===== src/rtl/memory_stage.sv =====
// Pipeline M stage: X/M register, data-memory load/store access with byte-lane
// alignment and byte-load extension, MX bypass, M/W register and ack watchdog.
module memory_stage #(
    parameter int unsigned DM_TIMEOUT = 255
) (
    input  logic        clock,
    input  logic        reset,
    input  logic        in_valid,
    input  logic [31:0] in_insn,
    input  logic [31:0] in_alu,
    input  logic [31:0] in_rb,
    input  logic        in_dmwe,
    input  logic        in_rwe,
    input  logic        in_rdst,
    input  logic        in_rwd,
    input  logic        in_dm_byte,
    input  logic        in_unsigned,
    output logic        stall,
    output logic        dm_req,
    output logic        dm_we,
    output logic [31:0] dm_addr,
    output logic [3:0]  dm_be,
    output logic [31:0] dm_wdata,
    input  logic        dm_ack,
    input  logic [31:0] dm_rdata,
    output logic [31:0] mx_bypass,
    output logic [4:0]  mx_rd,
    output logic        mx_rwe,
    output logic        wb_valid,
    output logic        wb_rwe,
    output logic [4:0]  wb_rd,
    output logic [31:0] wb_data,
    output logic        dm_err,
    output logic        align_err,
    output logic        dbg_state
);

    // Data-memory handshake: dm_req is held high, with address, byte enables,
    // write enable and write data stable, until the cycle in which dm_ack is
    // high; that rising edge completes the access and dm_rdata is sampled
    // there. dm_ack is ignored whenever no request is outstanding.

    typedef enum logic {
        S_IDLE   = 1'b0,
        S_ACCESS = 1'b1
    } state_t;

    localparam logic [7:0] TIMEOUT_LAST = 8'(DM_TIMEOUT - 1);

    state_t      state_q, state_d;
    logic [7:0]  wait_cnt_q, wait_cnt_d;

    logic        m_valid_q, m_valid_d;
    logic [4:0]  m_rd_q, m_rd_d;
    logic [31:0] m_alu_q, m_alu_d;
    logic [31:0] m_rb_q, m_rb_d;
    logic        m_dmwe_q, m_dmwe_d;
    logic        m_rwe_q, m_rwe_d;
    logic        m_rwd_q, m_rwd_d;
    logic        m_dm_byte_q, m_dm_byte_d;
    logic        m_unsigned_q, m_unsigned_d;

    logic        wb_valid_q, wb_valid_d;
    logic        wb_rwe_q, wb_rwe_d;
    logic [4:0]  wb_rd_q, wb_rd_d;
    logic [31:0] wb_data_q, wb_data_d;
    logic        dm_err_q, dm_err_d;
    logic        align_err_q, align_err_d;

    logic        in_mem, in_misaligned;
    logic [4:0]  in_rd;
    logic        m_mem, m_misaligned;
    logic        in_access;
    logic        acc_done, acc_timeout, retire_idle, retire;
    logic [7:0]  load_byte;
    logic [31:0] load_data;
    logic        unused_insn_bits;

    // Only the opcode and the two register fields matter past execute.
    assign unused_insn_bits = ^{in_insn[25:21], in_insn[10:0]};

    always_comb begin
        in_mem        = in_dmwe | in_rwd;
        in_misaligned = !in_dm_byte && (in_alu[1:0] != 2'b00);
        if (in_insn[31:26] == 6'b000011) begin
            in_rd = 5'd31;
        end else if (in_rdst) begin
            in_rd = in_insn[15:11];
        end else begin
            in_rd = in_insn[20:16];
        end
    end

    always_comb begin
        m_mem        = m_dmwe_q | m_rwd_q;
        m_misaligned = !m_dm_byte_q && (m_alu_q[1:0] != 2'b00);
        in_access    = (state_q == S_ACCESS);
        acc_done     = in_access && dm_ack;
        acc_timeout  = in_access && !dm_ack && (wait_cnt_q == TIMEOUT_LAST);
        // In IDLE an occupied M slot holds a non-memory op or a misaligned one.
        retire_idle  = !in_access && m_valid_q;
        retire       = retire_idle || acc_done || acc_timeout;
    end

    // Big-endian lanes: byte address 0 lives in bits 31:24.
    always_comb begin
        load_byte = 8'h00;
        case (m_alu_q[1:0])
            2'd0: load_byte = dm_rdata[31:24];
            2'd1: load_byte = dm_rdata[23:16];
            2'd2: load_byte = dm_rdata[15:8];
            2'd3: load_byte = dm_rdata[7:0];
            default: load_byte = 8'h00;
        endcase
        if (m_dm_byte_q) begin
            load_data = {{24{load_byte[7] & !m_unsigned_q}}, load_byte};
        end else begin
            load_data = dm_rdata;
        end
    end

    // FSM next state and wait counter.
    always_comb begin
        state_d    = state_q;
        wait_cnt_d = wait_cnt_q;
        case (state_q)
            S_IDLE: begin
                wait_cnt_d = 8'd0;
                if (in_valid && in_mem && !in_misaligned) begin
                    state_d = S_ACCESS;
                end
            end
            S_ACCESS: begin
                if (acc_done || acc_timeout) begin
                    state_d    = S_IDLE;
                    wait_cnt_d = 8'd0;
                end else begin
                    wait_cnt_d = wait_cnt_q + 8'd1;
                end
            end
            default: begin
                state_d    = S_IDLE;
                wait_cnt_d = 8'd0;
            end
        endcase
    end

    // X/M register: frozen while an access is outstanding, emptied when it ends.
    always_comb begin
        m_valid_d    = m_valid_q;
        m_rd_d       = m_rd_q;
        m_alu_d      = m_alu_q;
        m_rb_d       = m_rb_q;
        m_dmwe_d     = m_dmwe_q;
        m_rwe_d      = m_rwe_q;
        m_rwd_d      = m_rwd_q;
        m_dm_byte_d  = m_dm_byte_q;
        m_unsigned_d = m_unsigned_q;
        if (!in_access) begin
            m_valid_d    = in_valid;
            m_rd_d       = in_rd;
            m_alu_d      = in_alu;
            m_rb_d       = in_rb;
            m_dmwe_d     = in_dmwe;
            m_rwe_d      = in_rwe;
            m_rwd_d      = in_rwd;
            m_dm_byte_d  = in_dm_byte;
            m_unsigned_d = in_unsigned;
        end else if (acc_done || acc_timeout) begin
            m_valid_d = 1'b0;
        end
    end

    // M/W register and sticky error flags.
    always_comb begin
        wb_valid_d  = 1'b0;
        wb_rwe_d    = 1'b0;
        wb_rd_d     = wb_rd_q;
        wb_data_d   = wb_data_q;
        dm_err_d    = dm_err_q | acc_timeout;
        align_err_d = align_err_q | (retire_idle && m_mem && m_misaligned);
        if (retire) begin
            wb_valid_d = 1'b1;
            wb_rd_d    = m_rd_q;
            wb_data_d  = (m_rwd_q && acc_done) ? load_data : m_alu_q;
            wb_rwe_d   = m_rwe_q && (m_rd_q != 5'd0) && !m_dmwe_q
                         && !acc_timeout && !(retire_idle && m_mem);
        end
    end

    always_ff @(posedge clock or negedge reset) begin
        if (!reset) begin
            state_q      <= S_IDLE;
            wait_cnt_q   <= 8'd0;
            m_valid_q    <= 1'b0;
            m_rd_q       <= 5'd0;
            m_alu_q      <= 32'd0;
            m_rb_q       <= 32'd0;
            m_dmwe_q     <= 1'b0;
            m_rwe_q      <= 1'b0;
            m_rwd_q      <= 1'b0;
            m_dm_byte_q  <= 1'b0;
            m_unsigned_q <= 1'b0;
            wb_valid_q   <= 1'b0;
            wb_rwe_q     <= 1'b0;
            wb_rd_q      <= 5'd0;
            wb_data_q    <= 32'd0;
            dm_err_q     <= 1'b0;
            align_err_q  <= 1'b0;
        end else begin
            state_q      <= state_d;
            wait_cnt_q   <= wait_cnt_d;
            m_valid_q    <= m_valid_d;
            m_rd_q       <= m_rd_d;
            m_alu_q      <= m_alu_d;
            m_rb_q       <= m_rb_d;
            m_dmwe_q     <= m_dmwe_d;
            m_rwe_q      <= m_rwe_d;
            m_rwd_q      <= m_rwd_d;
            m_dm_byte_q  <= m_dm_byte_d;
            m_unsigned_q <= m_unsigned_d;
            wb_valid_q   <= wb_valid_d;
            wb_rwe_q     <= wb_rwe_d;
            wb_rd_q      <= wb_rd_d;
            wb_data_q    <= wb_data_d;
            dm_err_q     <= dm_err_d;
            align_err_q  <= align_err_d;
        end
    end

    // Memory-side outputs are driven only while a request is outstanding.
    always_comb begin
        stall    = in_access;
        dm_req   = in_access;
        dm_we    = 1'b0;
        dm_addr  = 32'd0;
        dm_be    = 4'b0000;
        dm_wdata = 32'd0;
        if (in_access) begin
            dm_we   = m_dmwe_q;
            dm_addr = {m_alu_q[31:2], 2'b00};
            dm_be   = m_dm_byte_q ? (4'b1000 >> m_alu_q[1:0]) : 4'b1111;
            if (m_dmwe_q) begin
                dm_wdata = m_dm_byte_q ? {4{m_rb_q[7:0]}} : m_rb_q;
            end
        end
    end

    assign mx_bypass = m_alu_q;
    assign mx_rd     = m_rd_q;
    assign mx_rwe    = m_valid_q && m_rwe_q && (m_rd_q != 5'd0);
    assign wb_valid  = wb_valid_q;
    assign wb_rwe    = wb_rwe_q;
    assign wb_rd     = wb_rd_q;
    assign wb_data   = wb_data_q;
    assign dm_err    = dm_err_q;
    assign align_err = align_err_q;
    assign dbg_state = state_q;

endmodule


===== config.mk =====
export PLATFORM = sky130hd
export DESIGN_NAME = memory_stage
export DESIGN_NICKNAME = d
export VERILOG_FILES = /design/src/rtl/memory_stage.sv
export SDC_FILE = /design/constraint.sdc
export NUM_CORES = 1
export LEC_CHECK = 0
export ABC_AREA = 1
export BUFFER_PORTS_ARGS = -buffer_cell sky130_fd_sc_hd__buf_2
export CORE_MARGIN = 3
export CORE_UTILIZATION = 52
export DETAILED_ROUTE_END_ITERATION = 6
export GPL_ROUTABILITY_DRIVEN = 0
export GPL_TIMING_DRIVEN = 0
export PLACE_DENSITY = 0.86
export SLEW_MARGIN = 20
export SYNTH_ARGS = -nofsm -noshare
export SYNTH_HDL_FRONTEND = slang
export SYNTH_SLANG_ARGS = --single-unit
export TNS_END_PERCENT = 100

===== constraint.sdc =====
create_clock -name clock -period 3.1 [get_ports clock]
set_input_delay 0.465 -clock clock [delete_from_list [all_inputs] [get_ports clock]]
set_output_delay 0.465 -clock clock [all_outputs]
set_load 0.005 [all_outputs]

* Word-level counts from Yosys, hierarchy flattened
Cells that the tools add are included.
** Operators by class
- Add/subtract/negate cells :: 1
- Multiply operators :: 0
- Div/mod/pow operators :: 0
- Magnitude comparators :: 0
- Eq/ne operators :: 6
- Shift operators :: 1
- Mux-type cells :: 21
- Bitwise gates (word level) :: 6
- Reductions and logical operators :: 33
** Operators with widths (count)
- $mux 32 :: 6
- $pmux 8 s4 :: 1
- $logic_and 1x1->1 :: 17
- $pmux 8 s2 :: 1
- $mux 5 :: 2
- $logic_not 1->1 :: 9
- $add 8x1->8 const B :: 1
- $eq 8x8->1 const B :: 1
- $mux 4 :: 2
- $mux 8 :: 1
- $mux 1 :: 7
- $eq 6x2->1 const B :: 1
- $reduce_bool 5->1 :: 1
- $eq 2x2->1 const B :: 2
- $or 1x1->1 :: 4
- $reduce_bool 2->1 :: 2
- $shr 4x2->4 const A :: 1
- $logic_or 1x1->1 :: 3
- $eq 2x1->1 const B :: 1
- $logic_not 2->1 :: 1
- $ne 2x1->1 const B :: 1
- $pmux 1 s2 :: 1
- $and 1x1->1 :: 1
- $not 1->1 :: 1
** Word-level totals
- Flip-flop bits (word level) :: 125
- Latch bits :: 0
- RAM bits :: 0
- Memory bits (read-only) :: 0
- Input port bits :: 138
- Output and inout port bits :: 151
- Word-level logic and storage cells :: 85
- Memories :: 0

* Depth between registers and ports, before layout
- Depth in word-level cells :: 7
- Mapped depth :: 11
- Gate-level depth less buffers :: 10

* Least setup slack after synthesis
Ideal clock, no wire load.
- Kind :: register -> output
- Start point :: register state_q (netlist: dbg_state)
- End point :: output dm_be[1]
- Arrival time :: 1.151 ns
- Data required time :: 2.635 ns
- Setup slack :: 1.484 ns
- Cell stages (with the launch flop) :: 6
- Buffers on the path :: 3
- Path through :: dfrtp_1 > buf_4 > inv_2 > clkbuf_1 > buf_2 > nor2_1
** On the way
- Word-level cells in the longest chain between the ends :: 1
** RTL lines
- start: declaration :: RTL line 50 : state_t state_q, state_d;
- start signal: assignment :: RTL line 211 : state_q <= state_d;
- $mux 4 :: RTL line 239 : if (in_access) begin
- end: declaration :: RTL line 22 : output logic [3:0] dm_be,
Every way passes these cells.

* Worst setup path in the final report
- Start point :: register state_q (netlist: dbg_state)
- End point :: output dm_be[3]
The elaborated chain is that of the path after synthesis.

==> metrics.yaml <==
fin_util_pct: 72.1
routedWlPerCell_microns: 15.6
ios: 289
die_x_microns: 118
final.period_utilization_pct: 87.4
worstPathMaxFanout: 10
power_leakage_uw: 0.00526
grt_pass1_wl_microns: 34200
clk_path_buf_depth: 2
ant_nets: 0
ir_drop_v: 0.000597
hold_slack_ps: -6.79
coreArea_sq_mm: 0.0121
slew_violations: 0
required_ps: 2630
stdcell_area_sq_mm: 0.00873
synthFlopType: "dfrtp_1"
outcome: "finished with violations"
grt_max_degree: 70
firstDrtPassIters: 5
max_cap_viol_count: 0
ys_types: 32
drt_iter0_drc: 645
avgSynthCellArea_sq_um: 7.16
slew_headroom_pct: 61.7
crit_arrival_ps: 2240
postPlaceCellArea_sq_mm: 0.00810
rsz0062_at_grt: "false"
fp-row-count: 40
wirelength_microns: 21500
synth_area_leaders: "dfrtp_1 (48%), nand2_1 (25%), inv_1 (5.1%)"
cts_setup_buffers: 0
synth_edf_count: 0
cts_tree: "built"
cp-start-kind: "flip-flop"
dieArea_sq_mm: 0.0139
fin_skew_ps: 9.01
violations: "negative hold slack"
area_delta_synth_final_pct: 34.3
min_path_type: "input pin to async pin"
grt_overflow_total: 0
drive_above_1_share_pct: 28.2
ys_seq_area_share_pct: 48.1
end_kind: "primary output"
clkTransAtPathRegs_ps: 60
netlist_area_sq_mm: 0.00650
vias: 6992
critPathKind: "flip-flop to primary output"
cts_buffers: 17
fin_nets: 1338
grt_antenna_before_repair: 1
grt_usage_pct: 31.3
ctsHtreeMaxLevel: 4
synth_seq_cells: 125
cts_resized: 0
synth_top_cell_area_share_pct: 48.1
fmax_ghz: 0.369
worst_pin_slew_ps: 575
hold_violations: 1
root_buffer: "clkbuf_16"
yosys_warnings: 0
hpwl_microns: 16200
synth_most_common_cell: "nand2_1"
power_density_mw_per_mm2: 1080
synthCells: 908
yosysTopAreaCell: "dfrtp_1"
clock-sinks: 125
port_buffers: 269
p_total_uw: 9440
setup_tns_ps: 0
setup_viol: 0
clkLatencyLatePin_ps: 430
die_h_microns: 118
viasPerCell: 5.07
ys_top_cells_by_count: "nand2_1 (428), dfrtp_1 (125), inv_1 (89), a21oi_1 (62), nor2_1 (54)"
grt_pass1_vias: 6736
async_flop_share_pct: 100
min_period_ps: 2710
fillCellCount: 1044
initial_core_util_pct: 53.7
holdBufCountCts: 0
drc: 0
## area by class of cell
type                    count  area, sq um  share of cell area, %
diodes                      1         2.50                 0.0287
repair buffers            270         1380                   15.8
inverters                  97          365                   4.18
clock inverters            11          164                   1.88
well taps                 168          210                   2.41
plain buffers              50          268                   3.07
multi-input cells         637         2740                   31.4
clock buffers              21          470                   5.39
flip-flops and latches    125         3130                   35.8
## where the power goes
part / total (uW) / internal (uW) / switching, uW
Clock: 2130 / 1400 / 726
Combinational: 4370 / 1640 / 2730
Sequential: 2930 / 2410 / 528
## path summary, 6_finish.rpt
kind                            cells past startpoint            end        from  slack [ps]
worst max register to register                      6   mx_bypass[8]   dbg_state        1280
worst min register to register                      2     wb_data[8]  wb_data[8]         480
max in group asynchronous                           2      m_rb_q[9]       reset        2400
min in group clock                                  3  mx_bypass[15]  in_alu[15]         230
worst min-delay path                                1    wb_data[17]       reset          -7
worst max-delay path                                6       dm_be[3]   dbg_state         390
## cell families (layout without fill, tap and decap cells)
logic type,count (synthesis),after routing,share of synthesized area [%]
other,1,3,0.0577
adder cells (fa/ha/maj),2,2,0.385
AO/OA/AOI/OAI,118,118,10.6
buffers and inverters,147,449,9.74
XOR/XNOR,2,2,0.269
AND/OR/NAND/NOR,513,513,30.9
flip-flops,125,125,48.1
## state kept, by name, indices dropped and copies added (netlist names)
signal        count
wb_valid          1
m_dmwe_q          1
dbg_state         1
dm_err            1
m_valid_q         1
mx_rd             5
m_rb_q           32
mx_bypass        32
m_rwd_q           1
align_err         1
wb_data          32
wait_cnt_q        8
wb_rd             5
m_dm_byte_q       1
m_rwe_q           1
wb_rwe            1
m_unsigned_q      1
## placed cells by master (no fill, tap or decap), types with 2 or more instances in the layout
master      count
nand2_1       428
buf_2         281
dfrtp_1       125
inv_1          89
a21oi_1        62
nor2_1         54
clkbuf_1       20
a21boi_1       18
o21ai_0        17
clkbuf_16      17
nand3_1        13
buf_4           7
a21boi_0        7
buf_1           6
buf_6           6
inv_2           5
clkinv_2        5
a211oi_1        5
a22oi_1         5
nand3_2         4
bufinv_16       4
nor3_1          3
o21bai_1        3
nand4_1         3
clkbuf_8        3
clkinv_1        2
nor2_2          2
xnor2_1         2
nor3b_1         2
nand2_2         2
ha_1            2
conb_1          2
clkinvlp_4      2
## layer usage
metal / track usage, % / share of wire [%] / wire length, microns / up-vias
li1: - / - / - / 3364
met1: 39.8 / 40 / 8700 / 3234
met2: 51.3 / 48 / 10400 / 341
met3: 7.59 / 8.0 / 1730 / 51
met4: 12.9 / 3.1 / 671 / 2
met5: 0 / 0.056 / 12 / -
## worst max-delay path, stage by stage, from the launching register on
cell,delay (ps)
dfrtp_1,430
buf_4,210
inv_2,80
clkbuf_1,430
buf_2,400
a21oi_1,110
buf_2,160
## metrics by stage
stage	cells	setup WS, ps
5_1_grt	1379	217
2_1_floorplan	909	1480
3_5_place_dp	1347	834
3_3_place_gp	1346	34.6
6_report	1380	392
4_1_cts	1379	353
Power figures use the tool's default switching activity.
